==> src/rtl/pulse_sequencer.sv <==
// pulse_sequencer: turns a double-buffered set of shot parameters into the
// per-shot RF gate, receiver-protect blank and shot sync.
//
// Ports
//   clk    in   system clock
//   rst_n  in   asynchronous active-low reset (deassertion assumed synchronous)
//   per    in   8-bit period setting, period = per << PER_SHIFT cycles
//   p1wid  in   16-bit pulse-1 width
//   del    in   16-bit pulse-1 end to pulse-2 start gap
//   p2wid  in   16-bit pulse-2 width
//   pu     in   pump enable (0 keeps the pulse-1 slot but gates it off)
//   cp     in   CPMG enable (NCPMG pulse-2s separated by 2*del gaps)
//   bl     in   blanking enable
//   rxd    in   update strobe; any high cycle marks the inputs as changed
//   pulse  out  RF gate
//   block  out  receiver-protect blank
//   sync   out  one-cycle strobe in shot cycle 0
//
// Parameters are copied into shadows only in IDLE or on the period wrap, so
// a running shot is never torn by an update. All outputs are registered and
// derived from the next-cycle state, so they are valid in the cycle the
// state describes.
module pulse_sequencer #(
  parameter int PER_SHIFT = 16,
  parameter int NCPMG     = 4,
  parameter int BLK_TAIL  = 8
) (
  input  logic        clk,
  input  logic        rst_n,
  input  logic [7:0]  per,
  input  logic [15:0] p1wid,
  input  logic [15:0] del,
  input  logic [15:0] p2wid,
  input  logic        pu,
  input  logic        cp,
  input  logic        bl,
  input  logic        rxd,
  output logic        pulse,
  output logic        block,
  output logic        sync
);

  localparam int         PCW  = 8 + PER_SHIFT;
  localparam logic [7:0] N_P2 = 8'(NCPMG);
  localparam logic [7:0] TAIL = 8'(BLK_TAIL);

  typedef enum logic [2:0] {IDLE, P1, D1, P2, GAP, REST} state_t;

  typedef struct packed {
    logic [7:0]  per;
    logic [15:0] p1;
    logic [15:0] del;
    logic [15:0] p2;
    logic        pu;
    logic        cp;
    logic        bl;
  } shadow_t;

  typedef struct packed {
    state_t      st;
    logic [16:0] cnt;
    logic [7:0]  k;
  } seg_t;

  state_t          state, state_n;
  logic [16:0]     seg_cnt, seg_cnt_n;   // cycles left in current segment
  logic [7:0]      p2_idx, p2_idx_n;     // which pulse-2 (1..NCPMG)
  logic [7:0]      tail, tail_n;         // blank tail cycles left in REST
  logic [PCW-1:0]  per_cnt, per_cnt_n;
  logic [PCW-1:0]  per_last;
  shadow_t         sh, sh_n;
  logic            pending, pending_n;
  logic            start_n;
  logic            pulse_n, block_n;

  // Walks forward from the segment being entered, skipping every zero-length
  // segment in the same cycle so no one-cycle glitch state ever appears.
  // Entry GAP is only requested when another pulse-2 is still owed.
  function automatic seg_t resolve(state_t entry, logic [7:0] k, shadow_t s);
    seg_t       r;
    state_t     e;
    logic [7:0] kk;
    e     = entry;
    kk    = k;
    r.st  = REST;
    r.cnt = '0;
    r.k   = k;
    if (e == P1) begin
      if (s.p1 != '0) begin r.st = P1; r.cnt = {1'b0, s.p1}; return r; end
      e = D1;
    end
    if (e == D1) begin
      if (s.del != '0) begin r.st = D1; r.cnt = {1'b0, s.del}; return r; end
      e  = P2;
      kk = 8'd1;
    end
    if (e == P2) begin
      if (s.p2 != '0) begin r.st = P2; r.cnt = {1'b0, s.p2}; r.k = kk; return r; end
      e = (s.cp && (kk < N_P2)) ? GAP : REST;
    end
    if (e == GAP) begin
      if (s.del != '0) begin r.st = GAP; r.cnt = {s.del, 1'b0}; r.k = kk; return r; end
      // A zero gap leads straight into the next pulse-2; if that is also
      // zero-length, every remaining segment is empty and REST follows.
      if (s.p2 != '0) begin r.st = P2; r.cnt = {1'b0, s.p2}; r.k = kk + 8'd1; return r; end
    end
    r.k = kk;
    return r;
  endfunction

  assign per_last = {sh.per, {PER_SHIFT{1'b0}}} - PCW'(1);

  // State register (outputs are registered alongside the state they describe)
  always_ff @(posedge clk or negedge rst_n) begin
    if (!rst_n) begin
      state   <= IDLE;
      seg_cnt <= '0;
      p2_idx  <= '0;
      tail    <= '0;
      per_cnt <= '0;
      sh      <= '0;
      pending <= 1'b1;
      pulse   <= 1'b0;
      block   <= 1'b0;
      sync    <= 1'b0;
    end else begin
      // NOTE: non-blocking assignments so every flop samples pre-edge values.
      state   <= state_n;
      seg_cnt <= seg_cnt_n;
      p2_idx  <= p2_idx_n;
      tail    <= tail_n;
      per_cnt <= per_cnt_n;
      sh      <= sh_n;
      pending <= pending_n;
      pulse   <= pulse_n;
      block   <= block_n;
      sync    <= start_n;
    end
  end

  // Next-state logic
  always_comb begin
    state_t     entry;
    logic [7:0] entry_k;
    logic       adv;
    logic       wrap;
    logic       load;
    seg_t       seg;

    // NOTE: every variable gets a default first so no latch can be inferred.
    state_n   = state;
    seg_cnt_n = seg_cnt;
    p2_idx_n  = p2_idx;
    tail_n    = tail;
    per_cnt_n = per_cnt;
    sh_n      = sh;
    pending_n = pending | rxd;
    start_n   = 1'b0;
    entry     = P1;
    entry_k   = p2_idx;
    adv       = 1'b0;

    wrap = (state != IDLE) && (per_cnt == per_last);
    load = pending && ((state == IDLE) || wrap);
    if (load) begin
      sh_n      = '{per: per, p1: p1wid, del: del, p2: p2wid, pu: pu, cp: cp, bl: bl};
      pending_n = rxd;
    end

    if (state == IDLE) begin
      if ((sh.per != '0) && (sh_n.per != '0)) begin
        adv       = 1'b1;
        start_n   = 1'b1;
        per_cnt_n = '0;
      end
    end else if (wrap) begin
      // The wrap restarts the shot from any state, truncating an overrun.
      per_cnt_n = '0;
      if (sh_n.per == '0) begin
        state_n   = IDLE;
        seg_cnt_n = '0;
        p2_idx_n  = '0;
        tail_n    = '0;
      end else begin
        adv     = 1'b1;
        start_n = 1'b1;
      end
    end else begin
      per_cnt_n = per_cnt + PCW'(1);
      case (state)
        P1, D1, P2, GAP: begin
          if (seg_cnt > 17'd1) begin
            seg_cnt_n = seg_cnt - 17'd1;
          end else begin
            adv = 1'b1;
            case (state)
              P1:      entry = D1;
              D1:      begin entry = P2; entry_k = 8'd1; end
              P2:      entry = (sh.cp && (p2_idx < N_P2)) ? GAP : REST;
              default: begin entry = P2; entry_k = p2_idx + 8'd1; end
            endcase
          end
        end
        REST:    if (tail != '0) tail_n = tail - 8'd1;
        default: ;
      endcase
    end

    seg = resolve(entry, entry_k, sh_n);
    if (adv) begin
      state_n   = seg.st;
      seg_cnt_n = seg.cnt;
      p2_idx_n  = seg.k;
      tail_n    = TAIL;
    end
  end

  // Output logic, evaluated on the next-cycle state
  always_comb begin
    pulse_n = ((state_n == P1) && sh_n.pu) || (state_n == P2);
    block_n = sh_n.bl && ((state_n inside {P1, D1, P2, GAP}) ||
                          ((state_n == REST) && (tail_n != '0)));
  end

endmodule

==> config.mk <==
export PLATFORM = sky130hd
export DESIGN_NAME = pulse_sequencer
export DESIGN_NICKNAME = d
export VERILOG_FILES = /design/src/rtl/pulse_sequencer.sv
export SDC_FILE = /design/constraint.sdc
export NUM_CORES = 1
export LEC_CHECK = 0
export BUFFER_PORTS_ARGS = -buffer_cell sky130_fd_sc_hd__clkbuf_2
export CAP_MARGIN = 20
export CORE_AREA = 2 2 117 119
export CTS_BUF_LIST = sky130_fd_sc_hd__clkbuf_16
export DETAILED_ROUTE_END_ITERATION = 8
export DIE_AREA = 0 0 119 121
export PLACE_DENSITY_LB_ADDON = 0.1
export SYNTH_ARGS = -nofsm -noshare
export SYNTH_HDL_FRONTEND = slang
export SYNTH_SLANG_ARGS = --single-unit
==> constraint.sdc <==
create_clock -name clk -period 5.69 [get_ports clk]
set_input_delay 0.2845 -clock clk [delete_from_list [all_inputs] [get_ports clk]]
set_output_delay 0.2845 -clock clk [all_outputs]
set_load 0.05 [all_outputs]
## Word level (Yosys, flattened, before mapping)

Cells that the tools add are included.

- Output and inout bits: 3
- Register bits: 123
- Word-level logic and storage cells: 184

- $add $sub $neg: 6
- Reduce and logical (&&, ||, !) cells: 30
- Bitwise operators: 1
- Muxes and demuxes: 110
- Equality and inequality tests: 18
- $lt $le $gt $ge: 3

Operators by type and width:

| operator | count |
|---|---|
| $mux 28 | 21 |
| $mux 8 | 17 |
| $mux 17 | 6 |
| $mux 20 | 5 |
| $mux 24 | 3 |
| $mux 59 | 1 |
| $mux 3 | 17 |
| $reduce_bool 16->1 | 3 |
| $mux 1 | 38 |
| $reduce_bool 8->1 | 4 |
| $add 24x1->24 const B | 1 |
| $eq 24x24->1 | 1 |
| $sub 24x1->24 const B | 1 |
| $eq 3x2->1 const B | 6 |
| $gt 17x1->1 const B | 1 |
| $sub 17x1->17 const B | 1 |
| $add 8x1->8 const B | 2 |
| $lt 8x3->1 const B | 2 |
| $pmux 8 s2 | 1 |
| $eq 3x3->1 const B | 5 |
| $eq 3x1->1 const B | 3 |
| $reduce_bool 3->1 | 3 |
| $logic_and 1x1->1 | 8 |
| $logic_not 8->1 | 1 |
| 13 further kinds | 17 |

## Depth between registers and ports, before layout

- Word-level depth: 45
- Depth in mapped cells: 16
- Gate-level depth less buffers: 14

## Least setup slack after synthesis

Ideal clock, no wire load.

- Path type: reg2reg
- From: register sh[51] (netlist name)
- To: register block
- Period minus slack after synthesis: 3.571 ns
- Data arrival time: 3.448 ns
- Cell stages (with the launch flop): 16
- Data required time: 5.567 ns
- Setup slack: 2.119 ns
- Path through: dfrtp_1 -> inv_1 -> ha_1 -> xnor2_1 -> nor4_4 -> o2111ai_2 -> o31ai_4 -> or2_4 -> buf_6 -> a31oi_4 -> a21oi_2 -> o31ai_4 -> and2_4 -> a2111oi_2 -> a221oi_2 -> o221a_1

- Longest elaborated chain between the ends: 35
- Elaborated cells between the ends (all ways): 109
- Classes of those cells: 1 x add/sub; 1 x order compare; 10 x eq/ne; 81 x mux; 16 x reduce/logical

RTL lines:

| what | line | text |
|---|---|---|
| from (decl) | 71 | `shadow_t sh, sh_n;` |
| from (signal assigned) | 133 | `sh <= sh_n;` |
| $sub 24x1->24 | 111 | `assign per_last = {sh.per, {PER_SHIFT{1'b0}}} - PCW'(1);` |
| $eq 24x24->1 | 163 | `wrap = (state != IDLE) && (per_cnt == per_last);` |
| $logic_and 1x1->1 | 163 |  |
| $logic_or 1x1->1 | 164 | `load = pending && ((state == IDLE) \|\| wrap);` |
| $logic_and 1x1->1 | 164 |  |
| $mux 59 | 165 | `if (load) begin` |
| $reduce_bool 16->1 | 89 | `if (s.p1 != '0) begin r.st = P1; r.cnt = {1'b0, s.p1}; return r; end` |
| $mux 1 | 89 |  |
| [20 not listed] | n/a |  |
| $mux 28 | 97 | `if (e == P2) begin` |
| $mux 28 | 92 | `if (e == D1) begin` |
| $mux 3 | 210 | `if (adv) begin` |
| $eq 3x1->1 (tied with other cells) | 221 | `block_n = sh_n.bl && ((state_n inside {P1, D1, P2, GAP}) \|\|` |
| $reduce_bool 4->1 / $logic_and 1x1->1 (equally long branches) | 221, 222 |  |
| $logic_or 1x1->1 | 221 |  |
| $logic_and 1x1->1 (*) | 221 |  |
| named net block_n | 74 | `logic pulse_n, block_n;` |
| to (signal assigned) | 136 | `block <= block_n;` |
| to (decl) | 39 | `output logic block,` |

Mark *: on every way through the listed nets, which the timed path passes. The rest lies on a longest branch. The select of a mux whose other input is x is not followed.
A chain may end at the register's enable or synchronous reset.

## Final worst setup path

- From: register sh[51] (netlist name)
- To: register block

- Longest elaborated chain between the ends: 35
- Elaborated cells between the ends (all ways): 109
- Classes of those cells: 1 x add/sub; 1 x order compare; 10 x eq/ne; 81 x mux; 16 x reduce/logical

RTL lines:

| what | line | text |
|---|---|---|
| $sub 24x1->24 | 111 |  |
| $eq 24x24->1 | 163 |  |
| $logic_and 1x1->1 | 163 |  |
| $logic_or 1x1->1 | 164 |  |
| $logic_and 1x1->1 | 164 |  |
| $mux 59 | 165 |  |
| $reduce_bool 16->1 | 89 |  |
| $mux 1 | 89 |  |
| [21 not listed] | n/a |  |
| $mux 28 | 92 |  |
| $mux 3 (*) | 210 |  |
| named net state_n[1] | 65 | `state_t state, state_n;` |
| $eq 3x1->1 (tied with other cells) | 221 |  |
| $reduce_bool 4->1 / $logic_and 1x1->1 (equally long branches) | 221, 222 |  |
| $logic_or 1x1->1 (*) | 221 |  |
| $logic_and 1x1->1 (*) | 221 |  |
| named net block_n | 74 |  |

Marks and branches as above.

==> run summary <==
Critical path
- **CP most frequent cell** sky130_fd_sc_hd__nand2_1
- **cell with the largest stage delay on the worst path** sky130_fd_sc_hd__nand2_1
- **critical path fanouts, max** 24
- **largest delay contributor family on the critical path** simple AND/OR/NAND/NOR gates
- **Largest stage delay, worst path** 670 ps
- **data arrival time of the critical path** 5130 ps
- **sequence of cells on the critical path** inv_1 > ha_1 > xnor2_1 > nor4_4 > nand3_1 > or4_1 > nand2_1 > nand2_1 > o21a_1 > nor2_2 > nand2_1 > o31ai_2 > a21oi_1 > o221a_1
- **R2R cell count** 14
- **number of buffers and inverters on the critical path** 1
- **number of gates on the worst path with buffers counted** 14
- **nature of the critical path startpoint** flop
- **required time worst endpoint** 6010 ps
- **path type of the worst setup path** flop to flop
- **Critical Path Sink Type** flop

Drt
- **count of nets left with antenna violations after detail routing** 0
- **number of detailed-routing iterations run before antenna repair** 5
- **violation count after the first detailed-routing iteration** 592
- **drt wl/cell** 21.5 um
- **via count** 7097
- **routed wire length** 23200 um
- **via/cell ratio** 6.58
- **DRC violation count after routing** 0

Floorplan
- **die width** 119 um
- **Starting Density** 58.8%
- **std cell rows** 42
- **vertical die dimension** 121 um
- **Die Footprint** 14400 um^2
- **top-level port count** 65
- **core footprint** 13100 um^2

Synthesis
- **Post-Syn Area per Cell** 9.34 um^2
- **fraction of registers with async set or reset after synthesis** 100%
- **biggest area consumer among synthesized cells** sky130_fd_sc_hd__dfrtp_1
- **number of synthesized flops with an enable pin** 0
- **proportion of synthesized chip area in sequential cells** 40.0%
- **prevailing post-synth register cell** sky130_fd_sc_hd__dfrtp_1
- **area fraction of the dominant cell type after synthesis** 39.7%
- **number of distinct library cells after synthesis** 98
- **number of standard cells after synthesis** 823
- **Syn. warnings** 0
- **cell with the most instances after synthesis** sky130_fd_sc_hd__dfrtp_1
- **leading post-synthesis cells by cell area** sky130_fd_sc_hd__dfrtp_1 40%, sky130_fd_sc_hd__mux2_2 7.2%, sky130_fd_sc_hd__o21ai_0 4.4%, sky130_fd_sc_hd__nand2_1 3.6%, sky130_fd_sc_hd__nor2_1 3.3%
- **commonest cells in the netlist** 122 x sky130_fd_sc_hd__dfrtp_1, 74 x sky130_fd_sc_hd__nand2_1, 68 x sky130_fd_sc_hd__nor2_1, 68 x sky130_fd_sc_hd__o21ai_0, 49 x sky130_fd_sc_hd__mux2_2
- **total nets after synthesis** 894
- **Netlist Area Pre-Place** 7690 um^2
- **synthesis-stage register bit count** 123

Layout
- **P&R area growth vs syn** 14.5%
- **Total Nets Final** 960
- **Cell Count, Final, Fillers Out** 1078
- **share of post-route cells with drive strength above 1** 23.1%
- **total inserted antenna cells** 0
- **number of fillers in the final layout** 1046

Global routing
- **antenna violations before repair** 0
- **via count of the first global-routing pass** 7079
- **global route total overflow** 0
- **maximum number of pins on one net before global-route repair** 69
- **global routing usage summed across all routing layers** 33.8%
- **global-route wire length before repair** 37600 um

Pwr
- **total power consumption of the routed design** 0.00435 W
- **Leakage** 3.76 nW
- **maximum vdd ir drop** 0.285 mV
- **total power per unit cell area** 494 nW/um^2

STA
- **Setup TNS Final** 0 ps
- **Hold WS** 46.8 ps
- **worst rel slew slack** 35.8%
- **final worst path period share** 84.6%
- **Tmin final** 4810 ps
- **Worst Tran Pin Value** 960 ps
- **maximum frequency from static timing analysis** 208 MHz
- **maximum clock skew at final layout** 4.96 ps
- **number of endpoints failing setup at the final stage** 0
- **endpoints failing hold** 0
- **unrepaired setup endpoints after global routing** false
- **final max-slew violation count** 0
- **Setup WS post-layout** 876 ps

CTS
- **post-cts sizing count** 0
- **Num CTS Buffers** 17
- **maximum buffer depth of the clock tree** 2
- **number of clock sinks seen by CTS** 123
- **setup repair bufs after CTS** 0
- **clock edge transition at the registers on the reported setup and hold paths** 60 ps
- **root buf cell** sky130_fd_sc_hd__clkbuf_16
- **TritonCTS clock tree** yes
- **htree depth** 4
- **hold buffer count at CTS** 1
- **latest clock arrival within the worst-skew pair** 430 ps

Placement
- **RePlAce Congestion** 0.971
- **number of cells after detailed placement** 1045
- **HPWL after DPL** 17400 um
- **pre-CTS WS** 985 ps
- **Port Buf Inserts** 64

Status
- **outcome** finished clean

Min path
- **class of the most critical hold timing path** input pin to flop
- **WHS Path Cells** 2

Run
- **max capacitance violation total** 0

power by group:
part	internal, W	switching (W)	leakage [nW]	total [W]
Combinational	0.000695	0.00102	1.93	0.00172
Sequential	0.00121	0.000295	1.53	0.00150
Clock	0.000723	0.000405	0.300	0.00113
per-layer routing:
layer	up-vias	global-route usage (%)	share of wire, %
li1	3239	-	-
met1	3475	40.9	40
met2	316	58.2	50
met3	67	5.59	5.5
met4	0	17.6	4.6
met5	-	0	0
state kept, by name, summed over array words and instances (netlist names):
register	cells
block	1
p2_idx	8
pending	1
per_cnt	24
pulse	1
seg_cnt	17
sh	59
state	3
sync	1
tail	8
layout make-up:
class / count / area (um^2) / area share (%)
multi-input combinational: 646 / 4380 / 49.8
clock inverter: 15 / 183 / 2.08
inverter: 24 / 90.1 / 1.02
timing repair buffer: 77 / 423 / 4.80
tap: 176 / 220 / 2.50
clock buffer: 17 / 425 / 4.83
sequential: 123 / 3080 / 35.0
layout by cell type, fill, tap and decap left out, drive strengths merged, types with 6 or more instances in the layout:
master | Yosys | layout
and3 | 18 | 18
xor2 | 6 | 6
inv | 24 | 26
nor2b | 6 | 6
nor4 | 37 | 37
or3 | 7 | 7
nor2 | 70 | 70
a21oi | 44 | 44
ha | 9 | 9
dfrtp | 122 | 122
buf | 14 | 13
xnor2 | 15 | 15
o21ai | 75 | 75
clkinv | 0 | 7
and2 | 13 | 13
clkbuf | 16 | 80
o31ai | 16 | 16
nor3 | 21 | 21
nand2 | 78 | 78
a31oi | 16 | 16
mux2 | 49 | 49
mux2i | 16 | 16
o21a | 8 | 8
nand4 | 11 | 11
o22ai | 13 | 13
nand3 | 23 | 23
worst paths after layout:
path | slack, ps | end | start
worst min-delay path | 50 | pending | rxd
worst max register to register | 880 | block | sh[51]
worst max-delay path | 880 | block | sh[51]
worst min register to register | 500 | per_cnt[9] | per_cnt[9]
min in group asynchronous | 420 | sh[15] | rst_n
max in group asynchronous | 3900 | block | rst_n
worst reg2reg max path, cell delays in order, from the launching register on:
cell                      delay [ps]
sky130_fd_sc_hd__dfrtp_1         390
sky130_fd_sc_hd__inv_1            80
sky130_fd_sc_hd__ha_1            320
sky130_fd_sc_hd__xnor2_1         160
sky130_fd_sc_hd__nor4_4          310
sky130_fd_sc_hd__nand3_1         190
sky130_fd_sc_hd__or4_1           570
sky130_fd_sc_hd__nand2_1         670
sky130_fd_sc_hd__nand2_1         220
sky130_fd_sc_hd__o21a_1          430
sky130_fd_sc_hd__nor2_2          460
sky130_fd_sc_hd__nand2_1         120
sky130_fd_sc_hd__o31ai_2         420
sky130_fd_sc_hd__a21oi_1         100
sky130_fd_sc_hd__o221a_1         260
stage by stage:
step / area, um^2 / util [%]
2_1_floorplan: 7690 / -
3_3_place_gp: 8180 / 62.5
3_5_place_dp: 8180 / 62.5
4_1_cts: 8800 / 67.3
5_1_grt: 8800 / 67.3
6_report: 8800 / 67.3
cells by family after synthesis:
family          after synthesis  synth area share, %
xor+xnor                     21                 2.39
compound gates              240                 21.8
fa+ha+maj                     9                 1.46
simple gates                311                 21.8
mux                          65                 9.36
flops                       123                 40.0
buf+inv                      54                 3.21
No activity file was read; power rests on OpenSTA's default activity.
